### src/rtl/ldpc_route_scheduler.sv
// Route-table walker for the LDPC mux trees: issues one route command per cycle,
// layer by layer, and inserts a pipeline drain gap between layers.
//
// state | meaning
// IDLE  | waiting for i_start; route table writable
// FETCH | table read of ptr in flight
// ISSUE | route command presented, advances on i_ready
// DRAIN | mux-tree pipeline drain after a layer end
// DONE  | one-cycle completion pulse
module ldpc_route_scheduler #(
   parameter int NUM_RAMS         = 24,
   parameter int NUM_BRANCHES     = 8,
   parameter int EXPANSION_FACTOR = 96,
   parameter int MAX_ENTRIES      = 256,
   parameter int MUX_LATENCY      = 5,
   parameter int MAX_ITERS        = 31,
   localparam int RW  = $clog2(NUM_RAMS),
   localparam int BW  = $clog2(NUM_BRANCHES),
   localparam int SW  = $clog2(EXPANSION_FACTOR),
   localparam int AW  = $clog2(MAX_ENTRIES),
   localparam int IW  = $clog2(MAX_ITERS + 1),
   localparam int DW  = RW + BW + SW + 1
) (
   input  logic          i_clock,
   input  logic          i_reset,
   input  logic          i_cfg_we,
   input  logic [AW-1:0] i_cfg_addr,
   input  logic [DW-1:0] i_cfg_data,
   input  logic [AW:0]   i_num_entries,
   input  logic [IW-1:0] i_num_iters,
   input  logic          i_start,
   output logic [RW-1:0] o_ram_addr,
   output logic [BW-1:0] o_to_branch,
   output logic [SW-1:0] o_shift,
   output logic          o_valid,
   input  logic          i_ready,
   output logic          o_layer_end,
   output logic [IW-1:0] o_iter,
   output logic          o_busy,
   output logic          o_done
);

   localparam int DCW = $clog2(MUX_LATENCY + 1);

   typedef enum logic [2:0] {
      S_IDLE,
      S_FETCH,
      S_ISSUE,
      S_DRAIN,
      S_DONE
   } state_t;

   state_t        state_q, state_d;
   logic [AW-1:0] ptr_q, ptr_d;
   logic [IW-1:0] iter_q, iter_d;
   logic [AW:0]   num_entries_q, num_entries_d;
   logic [IW-1:0] num_iters_q, num_iters_d;
   logic [DCW-1:0] drain_q, drain_d;
   logic          iter_end_q, iter_end_d;
   logic          fresh_q, fresh_d;
   logic [DW-1:0] hold_q, hold_d;

   logic [DW-1:0] table_mem [MAX_ENTRIES];
   logic [DW-1:0] rd_data_q;
   logic [AW-1:0] rd_addr;
   logic [DW-1:0] cur_entry;
   logic          at_end;
   logic [IW-1:0] iter_inc;

   // The read port runs one entry ahead during ISSUE, so a stalled command is
   // served from hold_q rather than from the (already advanced) read data.
   assign cur_entry = fresh_q ? rd_data_q : hold_q;
   assign at_end    = ({1'b0, ptr_q} == (num_entries_q - {{AW{1'b0}}, 1'b1}));
   assign iter_inc  = iter_q + IW'(1);

   always_ff @(posedge i_clock) begin
      if (i_cfg_we && !o_busy) begin
         table_mem[i_cfg_addr] <= i_cfg_data;
      end
      rd_data_q <= table_mem[rd_addr];
   end

   always_comb begin
      state_d       = state_q;
      ptr_d         = ptr_q;
      iter_d        = iter_q;
      num_entries_d = num_entries_q;
      num_iters_d   = num_iters_q;
      drain_d       = drain_q;
      iter_end_d    = iter_end_q;
      hold_d        = hold_q;
      fresh_d       = 1'b0;
      rd_addr       = ptr_q + AW'(1);
      o_valid       = 1'b0;
      o_layer_end   = 1'b0;
      o_busy        = 1'b0;
      o_done        = 1'b0;
      case (state_q)
         S_IDLE: begin
            rd_addr = ptr_q;
            if (i_start) begin
               o_busy        = 1'b1;
               num_entries_d = i_num_entries;
               num_iters_d   = i_num_iters;
               ptr_d         = '0;
               iter_d        = '0;
               if ((i_num_entries == '0) || (i_num_iters == '0)) begin
                  state_d = S_DONE;
               end else begin
                  state_d = S_FETCH;
               end
            end
         end
         S_FETCH: begin
            o_busy  = 1'b1;
            rd_addr = ptr_q;
            fresh_d = 1'b1;
            state_d = S_ISSUE;
         end
         S_ISSUE: begin
            o_busy  = 1'b1;
            o_valid = 1'b1;
            hold_d  = cur_entry;
            if (i_ready) begin
               if (cur_entry[0] || at_end) begin
                  o_layer_end = 1'b1;
                  drain_d     = DCW'(MUX_LATENCY);
                  iter_end_d  = at_end;
                  state_d     = S_DRAIN;
               end else begin
                  ptr_d   = ptr_q + AW'(1);
                  fresh_d = 1'b1;
               end
            end
         end
         S_DRAIN: begin
            o_busy = 1'b1;
            if (drain_q == DCW'(1)) begin
               if (iter_end_q) begin
                  ptr_d   = '0;
                  iter_d  = iter_inc;
                  state_d = (iter_inc == num_iters_q) ? S_DONE : S_FETCH;
               end else begin
                  ptr_d   = ptr_q + AW'(1);
                  state_d = S_FETCH;
               end
            end else begin
               drain_d = drain_q - DCW'(1);
            end
         end
         S_DONE: begin
            o_done  = 1'b1;
            state_d = S_IDLE;
         end
         default: state_d = S_IDLE;
      endcase
   end

   always_ff @(posedge i_clock) begin
      if (i_reset) begin
         state_q       <= S_IDLE;
         ptr_q         <= '0;
         iter_q        <= '0;
         num_entries_q <= '0;
         num_iters_q   <= '0;
         drain_q       <= '0;
         iter_end_q    <= 1'b0;
         fresh_q       <= 1'b0;
         hold_q        <= '0;
      end else begin
         state_q       <= state_d;
         ptr_q         <= ptr_d;
         iter_q        <= iter_d;
         num_entries_q <= num_entries_d;
         num_iters_q   <= num_iters_d;
         drain_q       <= drain_d;
         iter_end_q    <= iter_end_d;
         fresh_q       <= fresh_d;
         hold_q        <= hold_d;
      end
   end

   assign o_ram_addr  = o_valid ? cur_entry[DW-1 -: RW]  : '0;
   assign o_to_branch = o_valid ? cur_entry[SW+1 +: BW]  : '0;
   assign o_shift     = o_valid ? cur_entry[1 +: SW]     : '0;
   assign o_iter      = iter_q;

endmodule

### config.mk
export PLATFORM = sky130hd
export DESIGN_NAME = ldpc_route_scheduler
export DESIGN_NICKNAME = d
export VERILOG_FILES = /design/src/rtl/ldpc_route_scheduler.sv
export SDC_FILE = /design/constraint.sdc
export NUM_CORES = 2
export LEC_CHECK = 0
export BUFFER_PORTS_ARGS = -buffer_cell sky130_fd_sc_hd__buf_2
export CELL_PAD_IN_SITES_DETAIL_PLACEMENT = 1
export CELL_PAD_IN_SITES_GLOBAL_PLACEMENT = 2
export CORE_ASPECT_RATIO = 0.7
export CORE_MARGIN = 3
export CORE_UTILIZATION = 35
export CTS_CLUSTER_DIAMETER = 80
export CTS_CLUSTER_SIZE = 20
export DETAILED_ROUTE_END_ITERATION = 12
export PLACE_DENSITY = 0.66
export SLEW_MARGIN = 20
export SYNTH_ARGS = -nofsm -noshare
export SYNTH_HDL_FRONTEND = slang
export SYNTH_SLANG_ARGS = --single-unit
### constraint.sdc
create_clock -name i_clock -period 8.1 [get_ports i_clock]
set_input_delay 0.405 -clock i_clock [delete_from_list [all_inputs] [get_ports i_clock]]
set_output_delay 0.405 -clock i_clock [all_outputs]
set_load 0.02 [all_outputs]
== After elaboration in Yosys (flattened, before gate mapping) ==
Memories as Yosys holds them, arrays and structs flattened. A register that Yosys moved wholly into a read port is not among the register bits.
Cells that the tools add are included.

* Register bits: 51
* Memory bits (writable): 4096
* Input port bits: 43
* Output and inout port bits: 24
* Word-level logic and storage cells: 85
* Memories: 1

* Add/subtract/negate cells: 4
* Equality and inequality tests: 14
* Muxes and demuxes: 39
* Reduce and logical (&&, ||, !) cells: 18

{| class="wikitable"
|+ Memories
! memory !! words !! width !! read ports !! clocked after Yosys merged registers in !! write ports !! RTL line !! source
|-
| table_mem || 256 || 16 || 1 || 1 || 1 || 63 || <nowiki>logic [DW-1:0] table_mem [MAX_ENTRIES];</nowiki>
|}

{| class="wikitable"
|+ Operators with widths
! kind !! number
|-
| $mux 8 || 6
|-
| $mux 3 || 11
|-
| $pmux 8 s3 || 1
|-
| $mux 5 || 4
|-
| $mux 16 || 1
|-
| $ne 2x2->1 const B || 7
|-
| $pmux 3 s4 || 1
|-
| $reduce_and 4->1 || 3
|-
| $mux 1 || 10
|-
| $pmux 5 s2 || 1
|-
| $eq 8x9->1 || 1
|-
| $logic_not 9->1 || 1
|-
| $sub 9x1->9 const B || 1
|-
| $add 8x1->8 const B || 1
|-
| $mux 7 || 1
|-
| $eq 3x1->1 const B || 2
|-
| $eq 3x2->1 const B || 2
|-
| $pmux 3 s2 || 1
|-
| $add 5x1->5 const B || 1
|-
| $eq 5x5->1 || 1
|-
| $logic_not 5->1 || 1
|-
| $reduce_and 5->1 || 1
|-
| $pmux 1 s2 || 2
|-
| $reduce_bool 2->1 || 2
|-
| 11 further kinds || 12
|}

== Depth between registers and ports, before layout ==
* Word-level depth: 7
* Mapped depth: 15

== Least setup slack after synthesis ==
No wires, ideal clock.

* Path type: register -> register
* Start: reg ptr_q[0]
* End: reg rd_data_q[4] (read register of table_mem)
* Library setup time: 0.138 ns
* Data arrival time: 3.208 ns
* Required time: 7.962 ns
* Path slack: 4.754 ns
* Cell stages (with the launch flop): 14
* Clock period less this slack: 3.346 ns
* Cells stage by stage: dfxtp_1 -> ha_1 -> buf_2 -> o21ai_1 -> xnor2_1 -> clkbuf_1 -> clkbuf_1 -> clkbuf_1 -> mux4_2 -> nand2_1 -> nand3_1 -> a311o_1 -> a211oi_1 -> nand4_1

* Longest elaborated chain between the ends: 2

{| class="wikitable"
|+ Ends and longest elaborated chain
! element !! RTL line !! source
|-
| from (decl) || 54 || <nowiki>logic [AW-1:0] ptr_q, ptr_d;</nowiki>
|-
| from (signal assigned) || 172 || <nowiki>ptr_q <= ptr_d;</nowiki>
|-
| $add 8x1->8 || 93 || <nowiki>rd_addr = ptr_q + AW'(1);</nowiki>
|-
| $mux 8 * || 98 || <nowiki>case (state_q)</nowiki>
|-
| to (decl) || 64 || <nowiki>logic [DW-1:0] rd_data_q;</nowiki>
|}

Every way passes the cells marked *; elsewhere a longest branch is shown, timed or not.
A chain may end at the register's enable or synchronous reset.

== Final worst setup path ==
* Start: reg state_q[2]
* End: reg rd_data_q[8] (read register of table_mem)

* Longest elaborated chain between the ends: 3

{| class="wikitable"
|+ Ends and longest elaborated chain
! element !! RTL line !! source
|-
| from (decl) || 53 || <nowiki>state_t state_q, state_d;</nowiki>
|-
| from (signal assigned) || 171 || <nowiki>state_q <= state_d;</nowiki>
|-
| $eq 3x1->1 or $logic_not 3->1 (tied branches) || 98 ||
|-
| $reduce_or 2->1 (no line) * || - ||
|-
| $mux 8 * || 98 ||
|}

Marked as above.

==> impl_metrics.toml <==
[drt]
drt_drc_violations_left = 0
drt_pre_antenna_iters = 6
routed_wire_length_per_instance_um = 35.1
antenna_violating_nets_post_route = 0
wl_um = 519000
dr.first_iter.drc_count = 13200
route.detailed.vias_per_inst = 5.88
dr_total_vias = 86800

[floorplan]
fp.dieH_um = 574
initial_utilization = 0.353
row_count = 207
chipWidth_um = 817
die_area_sq_mm = 0.469
ioPinCount = 67
core_region_area_sq_mm = 0.456

[layout]
fillCellCount = 44000
fraction_of_layout_cells_with_a_size_suffix_above_1 = 0.198
nNetsFinal = 8645
layout.area.seq_sq_mm = 0.124
design_area_sq_mm = 0.178
finalCoreUtilization = 0.390
syn_to_final_growth_pct = 10.6
multi_input_comb_area_sq_mm = 0.0350

[sta]
setup_viol = 0
max_clock_freq_mhz = 157
timing.final.crit_period_ns = 6.35
final_max_tran_viols = 0
fin_crit_sh = 0.784
worst-slew-pin-transition_ns = 1.26
finClkSkew_ns = 0.0512
relSlewSlack = 0.161
setup_tns_ns = 0
unrepaired_setup_endpoints_after_global_routing = "no"
postLayoutSetupSlackWorst_ns = 1.75
final_hold_viol_count = 0

[power_and_ir_drop]
power-per-cell-area_mw_per_mm2 = 235
p_leak_nw = 54.4
power_mw = 41.8
peak_supply_drop_v = 0.000189

[clock_tree]
clock_sinks = 4163
clk-insertion-delay-late_ns = 0.97
worst_setup_hold_path_clk_slew_ns = 0.09
clock_buffer_count_from_cts = 235
root_buffer = "sky130_fd_sc_hd__clkbuf_16"
number_of_levels_the_h_tree_was_split_into = 4
tritoncts = "done"
clk_path_buf_depth = 4
cts_setup_buffers = 0

[run_status]
outcome = "complete, no violations"

[setup_path]
cp_data_arrival_time_ns = 7.19
worst_path_cell_with_the_longest_stage_delay = "sky130_fd_sc_hd__nor4_1"
path_common_cell = "sky130_fd_sc_hd__buf_4"
end_kind = "register"
setup.worst_path.class = "register to register"
cp_cell_sequence = "o21ai_1, nand2_8, buf_4, buf_4, mux4_2, mux2i_1, o22ai_1, nor4_1, o221ai_1, or3_1"
cp-start-kind = "register"
crit_path_max_incr_delay_ns = 0.91
critical_path_peak_fanout = 37
cp_data_required_time_ns = 8.94

[place]
io_buffer_count = 66
placer_congestion = 0.857
pre_cts_ws_ns = 1.77
postPlaceCellArea_sq_mm = 0.171
place_hpwl_um = 324000

[yosys]
synthCells = 8295
synth_warnings = 0
top_cells_by_area_in_the_synthesized_netlist = "sky130_fd_sc_hd__edfxtp_1 76%, sky130_fd_sc_hd__mux4_2 11%, sky130_fd_sc_hd__mux2i_1 1.9%"
seq_area_frac_synth = 0.772
synth_top_cell_area_share = 0.763
asyncSetResetFlopFracSynth = 0
ys.flop_type = "sky130_fd_sc_hd__edfxtp_1"
synthDistinctLibCells = 78
synth.ff_latch_count = 4163
synth-edff-count = 4096
mappedNetlistNets = 8343
synth.avg_cell_area_sq_um = 19.4
yosys.area.top_type = "sky130_fd_sc_hd__edfxtp_1"
synth.cell_area_sq_mm = 0.161

[hold_path]
hold_path_class = "input port to register"

[global_route]
maximum_number_of_pins_on_one_net_before_global_route_repair = 168
antenna_violations_before_repair = 54
grt.overflow.total = 0
grt_pass1_wl_um = 715000
via_count_of_the_first_global_routing_pass = 85300
groute.usage.overall = 0.216

[job]
timing.max_cap.violations = 0
## stage by stage
stage          hold WS [ns]  instances
2_1_floorplan         0.432       8295
3_3_place_gp          0.442      14400
3_5_place_dp          0.449      14400
4_1_cts             0.00823      14700
5_1_grt              0.0452      14700
6_report             0.0939      14800
## registers in the layout, indices dropped and copies added, names as in the netlist
signal / count
fresh_q: 1
num_iters_q: 5
table_mem: 4096
rd_data_q: 16
state_q: 3
hold_q: 16
iter_end_q: 1
num_entries_q: 9
ptr_q: 8
o_iter: 5
drain_q: 3
## cells by family (layout without fill, tap and decap cells)
family,count (synthesis),in the layout,share of synthesized area
AOI/OAI and AO/OA,775,775,0.0340
xor gates and xnor gates,23,23,0.00125
adders and majority gates,5,5,0.000388
buffers and inverters,507,891,0.0155
DFF,4163,4163,0.772
muxes,1112,1112,0.131
other,0,21,0
and+or+nand+nor,1710,1710,0.0457
## cells in the final DEF, fill, tap and decap left out, types with 24 or more instances in the layout
cell type / instances
sky130_fd_sc_hd__a211oi_1: 24
sky130_fd_sc_hd__a21oi_1: 151
sky130_fd_sc_hd__a221oi_1: 33
sky130_fd_sc_hd__a22oi_1: 100
sky130_fd_sc_hd__a31oi_1: 32
sky130_fd_sc_hd__a32oi_1: 75
sky130_fd_sc_hd__and3_1: 29
sky130_fd_sc_hd__buf_12: 31
sky130_fd_sc_hd__buf_2: 49
sky130_fd_sc_hd__buf_4: 417
sky130_fd_sc_hd__clkbuf_1: 74
sky130_fd_sc_hd__clkbuf_16: 239
sky130_fd_sc_hd__dfxtp_1: 67
sky130_fd_sc_hd__dlygate4sd3_1: 35
sky130_fd_sc_hd__edfxtp_1: 4096
sky130_fd_sc_hd__mux2i_1: 304
sky130_fd_sc_hd__mux4_2: 803
sky130_fd_sc_hd__nand2_1: 804
sky130_fd_sc_hd__nand3_1: 320
sky130_fd_sc_hd__nand4_1: 29
sky130_fd_sc_hd__nor2_1: 309
sky130_fd_sc_hd__nor2_2: 46
sky130_fd_sc_hd__nor2_4: 25
sky130_fd_sc_hd__nor3_1: 26
sky130_fd_sc_hd__o21ai_0: 78
sky130_fd_sc_hd__o22ai_1: 80
## metal layers
layer / track usage / vias up / share of wire
li1: - / 34200 / -
met1: 0.335 / 47900 / 0.44
met2: 0.316 / 4203 / 0.44
met3: 0.0426 / 525 / 0.095
met4: 0.0418 / 4 / 0.022
met5: 0 / - / 0.000052
## repair_timing
action / in CTS / in global routing
hold endpoints to repair: 748 / 23
hold buffers: 34 / 1
resized for setup: 0 / 0
## worst max-delay path, delay by kind of cell, from the launching register on
kind,cells,cell delay [ns]
AO/OA/AOI/OAI,3,1.25
buffers and inverters,2,1.33
flip-flops,1,0.85
multiplexers,2,0.73
AND/OR/NAND/NOR,3,1.99
## area by class of cell
class / count / area share
diodes: 21 / 0.000295
well taps: 6061 / 0.0426
multi-input cells: 3625 / 0.197
inverters: 19 / 0.000400
flip-flops and latches: 4163 / 0.698
clock inverters: 6 / 0.000562
clock buffers: 313 / 0.0351
repair buffers: 553 / 0.0263
## Yosys cell counts (8+ instances only)
master,number
sky130_fd_sc_hd__nand2b_1,8
sky130_fd_sc_hd__a21oi_1,154
sky130_fd_sc_hd__and3_1,29
sky130_fd_sc_hd__a41o_1,14
sky130_fd_sc_hd__a21o_1,10
sky130_fd_sc_hd__nor2_1,379
sky130_fd_sc_hd__o22ai_1,80
sky130_fd_sc_hd__o221ai_1,11
sky130_fd_sc_hd__buf_2,143
sky130_fd_sc_hd__nand4_1,29
sky130_fd_sc_hd__a211o_1,8
sky130_fd_sc_hd__nor4_1,17
sky130_fd_sc_hd__a311oi_1,14
sky130_fd_sc_hd__a22oi_1,102
sky130_fd_sc_hd__nor3_1,30
sky130_fd_sc_hd__mux2i_1,308
sky130_fd_sc_hd__buf_4,56
sky130_fd_sc_hd__nand2_1,810
sky130_fd_sc_hd__or3_1,12
sky130_fd_sc_hd__a221oi_1,34
sky130_fd_sc_hd__a211oi_1,30
sky130_fd_sc_hd__o21ai_0,83
sky130_fd_sc_hd__clkbuf_1,209
sky130_fd_sc_hd__a31oi_1,32
sky130_fd_sc_hd__a41oi_1,15
sky130_fd_sc_hd__dfxtp_1,67
sky130_fd_sc_hd__buf_1,53
sky130_fd_sc_hd__xnor2_1,17
sky130_fd_sc_hd__nand3_1,329
sky130_fd_sc_hd__inv_1,19
sky130_fd_sc_hd__a32o_1,15
sky130_fd_sc_hd__or4_1,13
sky130_fd_sc_hd__buf_6,24
sky130_fd_sc_hd__o31a_1,10
sky130_fd_sc_hd__a221o_1,9
sky130_fd_sc_hd__and2_1,18
sky130_fd_sc_hd__nor2b_1,10
sky130_fd_sc_hd__mux4_2,803
sky130_fd_sc_hd__edfxtp_1,4096
sky130_fd_sc_hd__a32oi_1,76
## worst paths after layout
path              slack (ns)  depth (start not counted)       start          endpoint
setup / recovery        1.75                         10  state_q[2]      rd_data_q[8]
hold / removal          0.09                          5     i_start  num_entries_q[1]
setup reg to reg        1.75                         10  state_q[2]      rd_data_q[8]
hold reg to reg         0.46                          2   hold_q[8]         hold_q[8]
## power breakdown
group	internal [mW]	total, mW	switching (mW)
clock network	5.44	12.3	6.88
registers	23.7	23.8	0.115
logic	2.24	5.71	3.47
total	31.3	41.8	10.5
Note: power is estimated with default switching activity, not from simulation.
